[src/rtl/uart_transmitter_if.sv]
// Byte-in / serial-out port bundle for the 8N1 UART transmitter.
// The producer uses the master modport and the transmitter uses the slave modport.
interface uart_transmitter_if;
   logic [7:0] i_data;
   logic       i_valid;
   logic       o_ready;
   logic       o_tx;
   logic       o_busy;
   logic       o_done;

   modport master (
      output i_data,
      output i_valid,
      input  o_ready,
      input  o_tx,
      input  o_busy,
      input  o_done
   );

   modport slave (
      input  i_data,
      input  i_valid,
      output o_ready,
      output o_tx,
      output o_busy,
      output o_done
   );
endinterface

[src/rtl/uart_transmitter.sv]
// 8N1 UART transmitter: accepts one byte per valid/ready handshake and
// shifts it out LSB first, holding each bit for FULL_BIT clock cycles.
//
//   state     | meaning
//   IDLE      | line held at 1, ready for a byte
//   START_BIT | line driven 0 for one bit period
//   DATA_BITS | data bits 0..7 shifted out, LSB first
//   STOP_BIT  | line driven 1 for one bit period, then o_done pulses
module uart_transmitter #(
   parameter int unsigned FULL_BIT = 22274
) (
   input  logic               clk,
   input  logic               i_reset_n,
   uart_transmitter_if.slave  tx_if
);

   typedef enum logic [1:0] {
      IDLE      = 2'd0,
      START_BIT = 2'd1,
      DATA_BITS = 2'd2,
      STOP_BIT  = 2'd3
   } state_t;

   localparam logic [15:0] CNT_LAST = 16'(FULL_BIT - 1);

   state_t      state_q, state_d;
   logic [15:0] cnt_q, cnt_d;
   logic [2:0]  idx_q, idx_d;
   logic [7:0]  shift_q, shift_d;
   logic        tx_q, tx_d;
   logic        done_q, done_d;
   logic        armed_q;

   logic bit_end;
   logic ready;
   logic accept;

   // armed_q keeps o_ready low until the first edge after reset release.
   assign ready   = (state_q == IDLE) && armed_q;
   assign accept  = tx_if.i_valid && ready;
   assign bit_end = (cnt_q == CNT_LAST);

   always_ff @(posedge clk or negedge i_reset_n) begin
      if (!i_reset_n) begin
         state_q <= IDLE;
         cnt_q   <= '0;
         idx_q   <= '0;
         shift_q <= '0;
         tx_q    <= 1'b1;
         done_q  <= 1'b0;
         armed_q <= 1'b0;
      end else begin
         state_q <= state_d;
         cnt_q   <= cnt_d;
         idx_q   <= idx_d;
         shift_q <= shift_d;
         tx_q    <= tx_d;
         done_q  <= done_d;
         armed_q <= 1'b1;
      end
   end

   always_comb begin
      state_d = state_q;
      cnt_d   = cnt_q;
      idx_d   = idx_q;
      shift_d = shift_q;
      tx_d    = tx_q;
      done_d  = 1'b0;

      case (state_q)
         IDLE: begin
            cnt_d = '0;
            idx_d = '0;
            tx_d  = 1'b1;
            if (accept) begin
               shift_d = tx_if.i_data;
               tx_d    = 1'b0;
               state_d = START_BIT;
            end
         end

         START_BIT: begin
            if (bit_end) begin
               cnt_d   = '0;
               tx_d    = shift_q[0];
               shift_d = shift_q >> 1;
               state_d = DATA_BITS;
            end else begin
               cnt_d = cnt_q + 16'd1;
            end
         end

         DATA_BITS: begin
            if (bit_end) begin
               cnt_d = '0;
               if (idx_q == 3'd7) begin
                  idx_d   = '0;
                  tx_d    = 1'b1;
                  state_d = STOP_BIT;
               end else begin
                  idx_d   = idx_q + 3'd1;
                  tx_d    = shift_q[0];
                  shift_d = shift_q >> 1;
               end
            end else begin
               cnt_d = cnt_q + 16'd1;
            end
         end

         STOP_BIT: begin
            if (bit_end) begin
               cnt_d   = '0;
               done_d  = 1'b1;
               state_d = IDLE;
            end else begin
               cnt_d = cnt_q + 16'd1;
            end
         end

         default: begin
            state_d = IDLE;
            cnt_d   = '0;
            idx_d   = '0;
            tx_d    = 1'b1;
         end
      endcase
   end

   assign tx_if.o_ready = ready;
   assign tx_if.o_tx    = tx_q;
   assign tx_if.o_busy  = (state_q != IDLE);
   assign tx_if.o_done  = done_q;

endmodule

[src/flat_wrapper.sv]
// flat-port wrapper written by rule: the top's interface ports become plain ports
module uart_transmitter_flat 
#(
   parameter int unsigned FULL_BIT = 22274
)
  (clk, i_reset_n, tx_if_i_data, tx_if_i_valid, tx_if_o_ready, tx_if_o_tx, tx_if_o_busy, tx_if_o_done);
  uart_transmitter_if tx_if_i ();
  input  logic clk;
  input  logic i_reset_n;
  input wire logic [$bits(tx_if_i.i_data)-1:0] tx_if_i_data;
  input wire logic [$bits(tx_if_i.i_valid)-1:0] tx_if_i_valid;
  output wire logic [$bits(tx_if_i.o_ready)-1:0] tx_if_o_ready;
  output wire logic [$bits(tx_if_i.o_tx)-1:0] tx_if_o_tx;
  output wire logic [$bits(tx_if_i.o_busy)-1:0] tx_if_o_busy;
  output wire logic [$bits(tx_if_i.o_done)-1:0] tx_if_o_done;
  assign tx_if_i.i_data = tx_if_i_data;
  assign tx_if_i.i_valid = tx_if_i_valid;
  assign tx_if_o_ready = tx_if_i.o_ready;
  assign tx_if_o_tx = tx_if_i.o_tx;
  assign tx_if_o_busy = tx_if_i.o_busy;
  assign tx_if_o_done = tx_if_i.o_done;
  uart_transmitter #(.FULL_BIT(FULL_BIT)) u_core (.clk(clk), .i_reset_n(i_reset_n), .tx_if(tx_if_i));
endmodule
[config.mk]
export PLATFORM = sky130hd
export DESIGN_NAME = uart_transmitter_flat
export DESIGN_NICKNAME = d
export VERILOG_FILES = /design/src/rtl/uart_transmitter_if.sv /design/src/rtl/uart_transmitter.sv /design/src/flat_wrapper.sv
export SDC_FILE = /design/constraint.sdc
export NUM_CORES = 1
export LEC_CHECK = 0
export CAP_MARGIN = 20
export CORE_MARGIN = 4
export CORE_UTILIZATION = 61
export DETAILED_ROUTE_END_ITERATION = 10
export PLACE_DENSITY = 0.83
export SLEW_MARGIN = 20
export SYNTH_ARGS = -nofsm -noshare
export SYNTH_HDL_FRONTEND = slang
export SYNTH_SLANG_ARGS = --single-unit
[constraint.sdc]
create_clock -name clk -period 6.1 [get_ports clk]
set_input_delay 0.61 -clock clk [delete_from_list [all_inputs] [get_ports clk]]
set_output_delay 0.61 -clock clk [all_outputs]
set_load 0.02 [all_outputs]
==> results.ini <==
[timing]
setup_tns_ns=0
slew_violations=0
period_minus_slack_ns=2.58
finalClockSkew_ns=0.0181
max-slew-margin-rel_pct=63.5
worst_slew_pin_slew_ns=0.546
fmax_mhz=388
finalSetupViolCount=0
fin_crit_sh_pct=42.3
finalHoldViolations=0
grt_setup_unrepaired=false

[synthesis]
avgSynthCellArea_sq_um=10.8
yosys_warnings=0
synth-main-ff-cell=dfrtp_1
ys_seq_elements=32
synthCells=161
seq_area_frac_synth_pct=46.3
synth_nets=181
async_reset_ff_share_pct=100
netlist_area_sq_um=1730
synth-edff-count=0
synthDistinctLibCells=39

[worst_setup_path]
timing.rr.end=u_core.shift_q[1]
cp-end-kind=flop
start_kind=flop
critPathTopFamily=simple AND/OR/NAND/NOR gates
r2r-start=u_core.cnt_q[1]
slowest_delay_ns=0.62
critical_path_class=reg -> reg
required_ns=6.33
worstPathCellList=inv_1, ha_1, or4bb_1, or4_4, a21o_1, mux2_4
crit_arrival_ns=2.81
ff2ff_path_depth=6
crit_slowest_cell=or4_4
path_max_fanout=12
critPathBufInv=1
reg2reg_slack_ns=3.52

[clocking]
cts_setup_buffers=0
clk_pin_slew_ns=0.10
htreeDepth=2
cts_resized=0
clock-sinks=32
ctsHoldBuffers=0
cts_root_buf=clkbuf_4
cts_tree=yes
clock_path_buffers=2
cts_buffers=5
clock_latency_ns=0.35

[die]
num_rows=19
placeableCoreArea_sq_um=2730
die_w_um=61.3
dieArea_sq_um=3760
fp.dieH_um=61.3
ios=15
start_util_pct=63.4

[run_status]
status=finished clean

[placed_design]
gp_congestion=0.854
dp_hpwl_mm=2.40
placed_cell_area_sq_um=1890
dp_cells=202
io_buffers=14

[global_route]
grt_usage_pct=20.7
grt.overflow.total=0
grt_pass1_wl_mm=5.58
grt_max_degree=33
grt_pass1_vias=1230
antenna_found_initial=0

[power_and_ir_drop]
power.share.sequential_pct=55.0
p_int_uw=312
power_leakage_uw=0.000879
swShare_pct=20.9
ir_drop_mv=0.218
p_comb_share_pct=4.5
power.density_nw_per_um2=201
power.net_switching_uw=82.5
power_frac_clock_pct=40.5

[min_path]
hold_path.startpoint=u_core.shift_q[5]
holdPathEnd=u_core.shift_q[5]
holdPathStages=1
hold_class=reg -> reg

[drt]
num_vias=1220
wl_met1_mm=1.43
met2_length_mm=1.68
drc=0
vias_per_cell=5.81
first_pass_iters=4
routedWlPerCell_um=15.7
ant_nets=0
wl_mm=3.30
drt_iter0_drc=26
wl_met3_um=120
top_layer=met4

[final_layout]
mostFrequentLayoutCells=dfrtp_1 (31), nor2_1 (22), clkdlybuf4s50_1 (14)
layoutNonFillerInstCount=210
final_common_cell=dfrtp_1
areaGrowthSynthToFinish_pct=13.4
n_antenna_cell=0
utilization_pct=71.9
final_area_sq_um=1960
drive_gt1_share_pct=16.2
nets=198

[flow_run]
max_cap_violations=0

==> final cells by class <==
cell class	count	area, sq um
Fill cell	206	769
Clock buffer	6	41.3
Clock inverter	2	35.0
Tap cell	31	38.8
Multi-Input combinational cell	114	862
Timing Repair Buffer	15	148
Sequential cell	32	802
Inverter	10	37.5
==> worst max path at each step <==
stage                                  from           endpoint  cells after the start
after global routing      u_core.state_q[1]      tx_if_o_ready                      4
after CTS                   u_core.cnt_q[1]  u_core.shift_q[2]                      6
after global placement      u_core.cnt_q[1]  u_core.shift_q[4]                      6
after floorplan             u_core.cnt_q[1]  u_core.state_q[1]                      6
final                       u_core.cnt_q[1]  u_core.shift_q[1]                      6
after detailed placement    u_core.cnt_q[1]  u_core.shift_q[6]                      6
==> cell families (layout without fill, tap and decap cells) <==
family	Yosys count	in the layout	synth area share [%]
xor+xnor	14	14	7.08
flops	32	32	46.3
buf+inv	15	33	3.97
other cells	1	1	0.216
compound gates	12	12	5.42
mux	17	17	12.8
simple gates	61	61	17.8
fa+ha+maj	9	9	6.50
==> flip-flops by register name (all words and copies together), names as in the netlist <==
name                 cells
u_core.armed_q           1
u_core.tx_if.o_tx        1
u_core.cnt_q            16
u_core.state_q           2
u_core.idx_q             3
u_core.tx_if.o_done      1
u_core.shift_q           8
==> power by group through the flow <==
stage | registers (uW) | logic (uW) | clock network [uW]
after global placement | 221 | 17.3 | 0
after global routing | 217 | 19.5 | 175
after detailed placement | 221 | 18.3 | 0
after floorplan | 220 | 6.44 | 0
after CTS | 217 | 18.3 | 163
final | 217 | 17.8 | 160
==> worst register-to-register path, stage by stage, from the launching register on <==
cell and delay [ns]:
dfrtp_1 0.43, inv_1 0.07, ha_1 0.15, or4bb_1 0.49
or4_4 0.62, a21o_1 0.36, mux2_4 0.36
==> cells in the mapped netlist (2+ instances only) <==
master,number,area (sq um)
dfrtp_1,31,776
o211ai_1,2,15.0
nor4_1,3,18.8
nand3_1,9,45.0
nand4_1,4,25.0
nor3_1,5,25.0
ha_1,9,113
xnor2_1,13,114
o21ai_0,2,10.0
mux2_2,9,101
nor2_1,22,82.6
inv_1,10,37.5
clkbuf_1,2,7.51
nand2_1,8,30.0
mux2_4,8,120
==> stage by stage <==
| stage | total power (uW) | hold WS [ns] | setup WS [ns] |
|---|---|---|---|
| 6_report | 395 | 0.519 | 3.52 |
| 5_1_grt | 411 | 0.543 | 3.45 |
| 3_3_place_gp | 238 | 0.491 | 3.67 |
| 4_1_cts | 398 | 0.520 | 3.53 |
| 2_1_floorplan | 227 | 0.314 | 3.83 |
| 3_5_place_dp | 239 | 0.488 | 3.54 |
==> routing by layer <==
metal  global-route usage [%]  up-vias
met1                     24.2      600
met4                     10.8        0
li1                         -      588
met5                        0        -
met3                     5.24       10
met2                     35.0       22
Note: power is estimated with default switching activity, not from simulation.
